**src/rtl/rom_port_arbiter.sv**
```systemverilog
// rom_port_arbiter: shares one ROM port between fetch (m0) and LSU (m1); m1 has priority,
// m0 is forced through after STARVE_LIMIT lost arbitrations. Perf counters: define ROM_ARB_PERF_EN.
module rom_port_arbiter #(
    parameter int ADDR_W       = 32,
    parameter int DATA_W       = 32,
    parameter int STARVE_LIMIT = 4,
    parameter int CNT_W        = 3
) (
    input  logic              clk,
    input  logic              rst,
    input  logic              m0_req_i,
    input  logic [ADDR_W-1:0] m0_addr_i,
    output logic              m0_gnt_o,
    output logic              m0_rvalid_o,
    output logic [DATA_W-1:0] m0_rdata_o,
    input  logic              m1_req_i,
    input  logic              m1_we_i,
    input  logic [ADDR_W-1:0] m1_addr_i,
    input  logic [DATA_W-1:0] m1_wdata_i,
    input  logic [3:0]        m1_sel_i,
    output logic              m1_gnt_o,
    output logic              m1_rvalid_o,
    output logic [DATA_W-1:0] m1_rdata_o,
    output logic [ADDR_W-1:0] mem_r_addr_o,
    output logic              mem_w_en_o,
    output logic [ADDR_W-1:0] mem_w_addr_o,
    output logic [DATA_W-1:0] mem_w_data_o,
    output logic [3:0]        mem_w_sel_o,
    input  logic [DATA_W-1:0] mem_r_data_i,
    output logic [31:0]       perf_conflict_o,
    output logic [31:0]       perf_stall_o
);

    localparam logic [CNT_W-1:0] STARVE_THR = CNT_W'(STARVE_LIMIT);
    localparam logic [CNT_W-1:0] CNT_MAX    = {CNT_W{1'b1}};

    logic [CNT_W-1:0] starve_cnt_reg;
    logic [CNT_W-1:0] starve_cnt_next;
    logic             m0_win;
    logic             m1_win;
    logic             m1_wr;
    logic [1:0]       rd_gnt;

    // Grants are suppressed during reset so nothing reaches the ROM or the response regs.
    always_comb begin
        m0_win = 1'b0;
        m1_win = 1'b0;
        if (!rst) begin
            if (m0_req_i && m1_req_i) begin
                if (starve_cnt_reg >= STARVE_THR) begin
                    m0_win = 1'b1;
                end else begin
                    m1_win = 1'b1;
                end
            end else begin
                m0_win = m0_req_i;
                m1_win = m1_req_i;
            end
        end
    end

    always_comb begin
        starve_cnt_next = '0;
        if (m0_req_i && !m0_win) begin
            starve_cnt_next = (starve_cnt_reg == CNT_MAX) ? starve_cnt_reg
                                                          : starve_cnt_reg + 1'b1;
        end
    end

    always_ff @(posedge clk) begin
        if (rst) begin
            starve_cnt_reg <= '0;
        end else begin
            starve_cnt_reg <= starve_cnt_next;
        end
    end

    assign m0_gnt_o     = m0_win;
    assign m1_gnt_o     = m1_win;
    assign m1_wr        = m1_win && m1_we_i;
    assign rd_gnt       = {m1_win && !m1_we_i, m0_win};
    assign mem_r_addr_o = m1_win ? m1_addr_i : m0_addr_i;
    assign mem_w_en_o   = m1_wr;
    assign mem_w_addr_o = m1_wr ? m1_addr_i  : '0;
    assign mem_w_data_o = m1_wr ? m1_wdata_i : '0;
    assign mem_w_sel_o  = m1_wr ? m1_sel_i   : 4'b0000;

    // One response channel per master: rdata holds the last word captured for that master.
    genvar gi;
    generate
        for (gi = 0; gi < 2; gi++) begin : g_resp
            logic              rvalid_reg;
            logic [DATA_W-1:0] rdata_reg;
            always_ff @(posedge clk) begin
                if (rst) begin
                    rvalid_reg <= 1'b0;
                    rdata_reg  <= '0;
                end else begin
                    rvalid_reg <= rd_gnt[gi];
                    if (rd_gnt[gi]) begin
                        rdata_reg <= mem_r_data_i;
                    end
                end
            end
        end
    endgenerate

    assign m0_rvalid_o = g_resp[0].rvalid_reg;
    assign m0_rdata_o  = g_resp[0].rdata_reg;
    assign m1_rvalid_o = g_resp[1].rvalid_reg;
    assign m1_rdata_o  = g_resp[1].rdata_reg;

`ifdef ROM_ARB_PERF_EN
    logic [31:0] perf_conflict_reg;
    logic [31:0] perf_stall_reg;

    always_ff @(posedge clk) begin
        if (rst) begin
            perf_conflict_reg <= '0;
            perf_stall_reg    <= '0;
        end else begin
            if (m0_req_i && m1_req_i) begin
                perf_conflict_reg <= perf_conflict_reg + 32'd1;
            end
            if (m0_req_i && !m0_win) begin
                perf_stall_reg <= perf_stall_reg + 32'd1;
            end
        end
    end

    assign perf_conflict_o = perf_conflict_reg;
    assign perf_stall_o    = perf_stall_reg;
`else
    assign perf_conflict_o = 32'h0;
    assign perf_stall_o    = 32'h0;
`endif

endmodule

```
**config.mk**
```make
export PLATFORM = sky130hd
export DESIGN_NAME = rom_port_arbiter
export DESIGN_NICKNAME = d
export VERILOG_FILES = /design/src/rtl/rom_port_arbiter.sv
export SDC_FILE = /design/constraint.sdc
export NUM_CORES = 1
export LEC_CHECK = 0
export CORE_AREA = 5 5 142 144
export CTS_CLUSTER_SIZE = 40
export DETAILED_ROUTE_END_ITERATION = 12
export DIE_AREA = 0 0 147 149
export GPL_ROUTABILITY_DRIVEN = 0
export GPL_TIMING_DRIVEN = 0
export PLACE_DENSITY = 0.63
export SYNTH_ARGS = -nofsm -noshare
export SYNTH_HDL_FRONTEND = slang
export SYNTH_SLANG_ARGS = --single-unit
export TNS_END_PERCENT = 50
```
**constraint.sdc**
```tcl
create_clock -name clk -period 2 [get_ports clk]
set_input_delay 0.2 -clock clk [delete_from_list [all_inputs] [get_ports clk]]
set_output_delay 0.2 -clock clk [all_outputs]
set_load 0.005 [all_outputs]
```
==> results of run 1 <==
power breakdown:
group	internal (mW)	switching, mW
Combinational	0.730	0.400
Clock	1.27	0.641
Sequential	1.44	0.0348
cells in the mapped netlist (all sizes together):
library cell | number | area (sq um)
buf | 82 | 611.8
inv | 37 | 138.9
mux2 | 32 | 382.9
dfxtp | 69 | 1381
clkbuf | 21 | 83.83
nor2 | 4 | 15.01
ha | 2 | 25.02
nand3b | 1 | 7.510
nand2 | 34 | 132.6
mux2i | 34 | 340.3
o311ai | 32 | 280.3
o211ai | 1 | 7.510
o31ai | 32 | 240.2
conb | 1 | 3.750
and3 | 1 | 11.26
nor2b | 1 | 13.76
and2 | 69 | 456.7
xor2 | 1 | 8.760
path summary, 6_finish.rpt:
kind / start / endpoint / slack [ns] / cells past startpoint
setup reg to reg: starve_cnt_reg[2] / m1_rdata_o[26] / 0.54 / 4
hold / removal: m0_req_i / starve_cnt_reg[0] / 0.43 / 3
setup / recovery: starve_cnt_reg[2] / mem_w_data_o[25] / -0.09 / 5
hold reg to reg: m0_rdata_o[7] / m0_rdata_o[7] / 0.46 / 2
worst reg2reg max path, cell delays in order (launching register included):
cell      delay (ns)
dfxtp_4         0.36
and2_1          0.22
clkbuf_1        0.25
o311ai_0        0.36
o31ai_1         0.12
metal layers:
metal  global-route usage [%]  wire, um
met5                        0         0
met4                    3.308       190
met3                    6.047      1656
met2                    29.22      9843
met1                    18.84      7747
per-stage QoR:
stage                     utilization, %  setup slack (ns)  hold WS (ns)
final                              44.96          -0.09234        0.4296
after global routing               44.96           -0.1625        0.4486
after CTS                          44.18           -0.1631        0.3910
after detailed placement           41.57           -0.4124        0.4532
after global placement             41.57           -0.4139        0.4451
after floorplan                        -            0.6810        0.3532
logic make-up (layout without fill, tap and decap cells):
| group | after synthesis | after routing | share of synthesized area [%] |
|---|---|---|---|
| buffers and inverters | 140 | 480 | 20.15 |
| other | 1 | 64 | 0.09055 |
| muxes | 66 | 66 | 17.46 |
| and+or+nand+nor | 110 | 110 | 15.38 |
| xor gates and xnor gates | 1 | 1 | 0.2115 |
| AOI/OAI and AO/OA | 65 | 65 | 12.75 |
| DFF | 69 | 69 | 33.35 |
| adders and majority gates | 2 | 2 | 0.6041 |
repair_timing:
| action | in CTS | in global routing |
|---|---|---|
| pin swaps | 0 | 2 |
| setup buffers | 6 | 12 |
| cloned | 1 | 1 |
| setup endpoints to repair | 103 | 82 |
| resized for setup | 72 | 55 |
layout by cell type, fill, tap and decap left out, types with 10 or more instances in the layout:
| cell | n |
|---|---|
| and2_1 | 59 |
| and2_4 | 10 |
| buf_2 | 12 |
| buf_4 | 88 |
| clkbuf_1 | 17 |
| clkbuf_16 | 10 |
| clkdlybuf4s50_1 | 243 |
| conb_1 | 64 |
| dfxtp_1 | 68 |
| dlygate4sd2_1 | 23 |
| dlymetal6s2s_1 | 25 |
| inv_1 | 37 |
| mux2_2 | 26 |
| mux2i_1 | 34 |
| nand2_1 | 32 |
| o311ai_0 | 32 |
| o31ai_1 | 32 |
final cells by class:
cell class | count | area, sq um | share of cell area, %
buffer | 102 | 768.2 | 9.197
clock inverter | 6 | 117.6 | 1.408
clock buffer | 10 | 239.0 | 2.861
tap | 234 | 292.8 | 3.505
multi-input combinational | 308 | 2172 | 26.00
inverter | 37 | 138.9 | 1.663
timing repair buffer | 325 | 3239 | 38.78
sequential | 69 | 1385 | 16.58
==> results.sh, run 1 <==
export IMPL_routedWlPerCell_um=17.82
export IMPL_drt_iter0_drc=99
export IMPL_insertion_delay_ns=0.34
export IMPL_clk_pin_slew_ns=0.06
export IMPL_hpwl_um=15920
export IMPL_clock_path_buffers=2
export IMPL_yosysSeqAreaShare_pct=33.35
export IMPL_path_max_fanout=7
export IMPL_antenna_cells=0
export IMPL_criticalPathCategory="flop to output pin"
export IMPL_cts_tree="yes"
export IMPL_place_port_buffers=305
export IMPL_hold_viol=0
export IMPL_numCtsBuffers=9
export IMPL_fmax_ghz=0.4779
export IMPL_violations="setup timing"
export IMPL_worstPathRequired_ns=1.80
export IMPL_place_area_sq_um=7724
export IMPL_yosysUniqueCellTypes=24
export IMPL_die_h_um=149
export IMPL_min_period_ns=2.092
export IMPL_dp_cells=1056
export IMPL_ant_nets=0
export IMPL_cp_arrival_ns=1.89
export IMPL_post_route_period_util_pct=104.6
export IMPL_drtPass1Iterations=4
export IMPL_slowest_delay_ns=0.49
export IMPL_h_tree_depth=3
export IMPL_grt_max_degree=14
export IMPL_power_mw=4.516
export IMPL_via_per_inst=4.007
export IMPL_end_kind="output pin"
export IMPL_powerDensity_nw_per_um2=540.6
export IMPL_setup_viol=43
export IMPL_cpMaxStageDelayCell="clkdlybuf4s50_1"
export IMPL_relSlewSlack_pct=56.21
export IMPL_drv_cap=0
export IMPL_grt_first_pass_wirelength_um=27720
export IMPL_ys_ff_latch=69
export IMPL_worst_slew_pin_slew_ns=0.6568
export IMPL_vias=4372
export IMPL_finClkSkew_ns=0.01114
export IMPL_grt_pass1_vias=4389
export IMPL_overflow=0
export IMPL_design_die_area_sq_um=21900
export IMPL_pin_count=370
export IMPL_root_buffer="clkbuf_16"
export IMPL_nNetsFinal=991
export IMPL_crit_chain="nand2_4 -> and3_4 -> bufbuf_16 -> and2_1 -> clkdlybuf4s50_1"
export IMPL_die_width_um=147
export IMPL_area_growth_pct=101.7
export IMPL_cp_top_family="buffers and inverters"
export IMPL_rsz0062_at_grt="yes"
export IMPL_core_area_sq_um=18580
export IMPL_hold_class="input port to flop"
export IMPL_num_rows=50
export IMPL_grt_usage_pct=16.36
export IMPL_timing_final_ws_setup_ns=-0.09234
export IMPL_initial_core_util_pct=22.29
export IMPL_wirelength_um=19440
export IMPL_critPathBufInv=2
export IMPL_drc_errors=0
export IMPL_slew_viol_final=0
export IMPL_synth_area_sq_um=4141
export IMPL_layout_drive_gt1_share_pct=21.12
export IMPL_synthCells=454
export IMPL_fin_tns_setup_ns=-2.014
export IMPL_critPathLaunchType="flop"
export IMPL_ys_warn_count=0
export IMPL_fin_area_sq_um=8353
export IMPL_outcome="finished with violations"
export IMPL_fill_cells=1865
export IMPL_power_leakage_nw=4.098
export IMPL_irDropWorstVdd_mv=0.5115
export IMPL_synth_avg_cell_area_sq_um=9.122
export IMPL_stdcell_count=1091
export IMPL_antenna_found_initial=2
export IMPL_cts_hold_buf=0
export IMPL_cts_sink_count=69
(Power assumes the default switching activity.)
==> inputs of run 2 (changes only) <==
--- a/config.mk
+++ b/config.mk
@@ -5,6 +5,7 @@
 export SDC_FILE = /design/constraint.sdc
 export NUM_CORES = 1
 export LEC_CHECK = 0
+export ABC_CLOCK_PERIOD_IN_PS = 2000
 export CORE_AREA = 5 5 142 144
 export CTS_CLUSTER_SIZE = 40
 export DETAILED_ROUTE_END_ITERATION = 12
==> results of run 2 <==
Final layout, timing and power as in run 1 (identical DEF).
==> inputs of run 3 (changes only) <==
--- a/config.mk
+++ b/config.mk
@@ -6,13 +6,14 @@
 export NUM_CORES = 1
 export LEC_CHECK = 0
 export ABC_CLOCK_PERIOD_IN_PS = 2000
-export CORE_AREA = 5 5 142 144
+export CORE_AREA = 5 5 139 141
 export CTS_CLUSTER_SIZE = 40
 export DETAILED_ROUTE_END_ITERATION = 12
-export DIE_AREA = 0 0 147 149
+export DIE_AREA = 0 0 144 146
+export DONT_BUFFER_PORTS = 1
 export GPL_ROUTABILITY_DRIVEN = 0
 export GPL_TIMING_DRIVEN = 0
-export PLACE_DENSITY = 0.63
+export PLACE_DENSITY = 0.38
 export SYNTH_ARGS = -nofsm -noshare
 export SYNTH_HDL_FRONTEND = slang
 export SYNTH_SLANG_ARGS = --single-unit
==> results.sh, run 3 (same netlist as run 1, synthesis figures left out) <==
export IMPL_path_max_fanout=10
export IMPL_place_ws_ns=0.4300
export IMPL_hold_viol=0
export IMPL_routedWlPerCell_um=24.37
export IMPL_clk_pin_slew_ns=0.06
export IMPL_fmax_ghz=0.5377
export IMPL_critPathLaunchType="flop"
export IMPL_multi_input_area_sq_um=2162
export IMPL_hpwl_um=15860
export IMPL_layout_drive_gt1_share_pct=27.31
export IMPL_cp_arrival_ns=1.66
export IMPL_worst_slew_pin_slew_ns=0.6161
export IMPL_timing_final_ws_setup_ns=0.1404
export IMPL_hold_class="input port to flop"
export IMPL_design_die_area_sq_um=21020
export IMPL_cts_resized=0
export IMPL_core_area_sq_um=17840
export IMPL_initial_core_util_pct=23.21
export IMPL_die_width_um=144
export IMPL_grt_pass1_vias=3332
export IMPL_overflow=0
export IMPL_vias=3310
export IMPL_place_area_sq_um=4664
export IMPL_critPathBufInv=1
export IMPL_crit_chain="nand2_2 -> nand2_2 -> buf_2 -> mux2_2"
export IMPL_cp_top_family="flip-flops"
export IMPL_cts_tree="yes"
export IMPL_min_period_ns=1.860
export IMPL_power_mw=3.650
export IMPL_cts_sink_count=69
export IMPL_insertion_delay_ns=0.33
export IMPL_place_port_buffers=0
export IMPL_relSlewSlack_pct=58.93
export IMPL_post_route_util_pct=27.84
export IMPL_drt_iter0_drc=105
export IMPL_crit_path_frequent_cell="nand2_2"
export IMPL_h_tree_depth=3
export IMPL_layout_common_cells="dfxtp_1 (69), buf_4 (68), conb_1 (64)"
export IMPL_via_per_inst=4.350
export IMPL_fin_area_sq_um=4967
export IMPL_cts_hold_buf=0
export IMPL_fin_tns_setup_ns=0
export IMPL_outcome="finished clean"
export IMPL_post_route_period_util_pct=92.98
export IMPL_final_common_cell="dfxtp_1"
export IMPL_clock_path_buffers=2
export IMPL_criticalPathCategory="flop to output pin"
export IMPL_drc_errors=0
export IMPL_irDropWorstVdd_mv=0.3765
export IMPL_grt_first_pass_wirelength_um=24880
export IMPL_grt_max_degree=11
export IMPL_grt_usage_pct=16.31
export IMPL_cpMaxStageDelayCell="dfxtp_1"
export IMPL_pin_count=370
export IMPL_slew_viol_final=0
export IMPL_numCtsBuffers=9
export IMPL_seqCellArea_sq_um=1381
export IMPL_wirelength_um=18540
export IMPL_worstPathRequired_ns=1.80
export IMPL_end_kind="output pin"
export IMPL_drtPass1Iterations=4
export IMPL_area_growth_pct=19.94
export IMPL_fill_cells=1927
export IMPL_slowest_delay_ns=0.42
export IMPL_finClkSkew_ns=0.003666
export IMPL_nNetsFinal=667
export IMPL_rsz0062_at_grt="no"
export IMPL_antenna_found_initial=4
export IMPL_ant_nets=0
export IMPL_cts_setup_buffers=0
export IMPL_setup_viol=0
export IMPL_power_leakage_nw=2.432
export IMPL_num_rows=49
export IMPL_drv_cap=0
export IMPL_root_buffer="clkbuf_16"
export IMPL_die_h_um=146
export IMPL_powerDensity_nw_per_um2=734.9
==> run 3: changes by cell type in the layout (fill, tap and decap cells not counted), moves of 3 or more <==
cell | previous run | this run
buf_8 | 3 | 0
dlygate4sd2_1 | 23 | 0
buf_2 | 12 | 9
clkdlybuf4s50_1 | 243 | 0
buf_12 | 6 | 0
buf_6 | 0 | 5
dlymetal6s2s_1 | 25 | 0
buf_4 | 88 | 68
==> run 3: area by class of cell <==
| class | count | area share [%] |
|---|---|---|
| inverter | 37 | 2.796 |
| clock inverter | 1 | 0.6045 |
| sequential | 69 | 27.81 |
| multi-input combinational | 308 | 43.53 |
| buffer | 103 | 14.01 |
| clock buffer | 13 | 5.441 |
| antenna | 1 | 0.05038 |
| tap | 229 | 5.768 |
==> run 3: path summary, 6_finish.rpt <==
kind	startpoint	to	slack, ns	cells after the start
hold / removal	mem_r_data_i[15]	m0_rdata_o[15]	0.03	2
setup / recovery	starve_cnt_reg[2]	mem_r_addr_o[23]	0.14	4
setup reg to reg	starve_cnt_reg[2]	m1_rdata_o[1]	0.45	4
hold reg to reg	m0_rdata_o[17]	m0_rdata_o[17]	0.49	2
==> run 3: power breakdown <==
part	switching, mW	internal (mW)
Clock	0.578	1.05
Combinational	0.275	0.233
Sequential	0.0628	1.45
Total	0.916	2.73
==> run 3: per-stage QoR <==
| step | cells | hold WS (ns) |
|---|---|---|
| after floorplan | 517 | 0.3532 |
| after global placement | 746 | 0.3726 |
| after detailed placement | 746 | 0.3739 |
| after CTS | 760 | 0.02271 |
| after global routing | 761 | 0.02908 |
| final | 761 | 0.03092 |
==> run 3: per-layer routing <==
layer  track usage [%]  vias up  routed length [um]
met4             4.614        0                 375
met1             16.61     1505                6225
met3             6.047       29                2004
li1                  -     1562                   -
met5                 0        -                   0
met2             30.59      214                9938
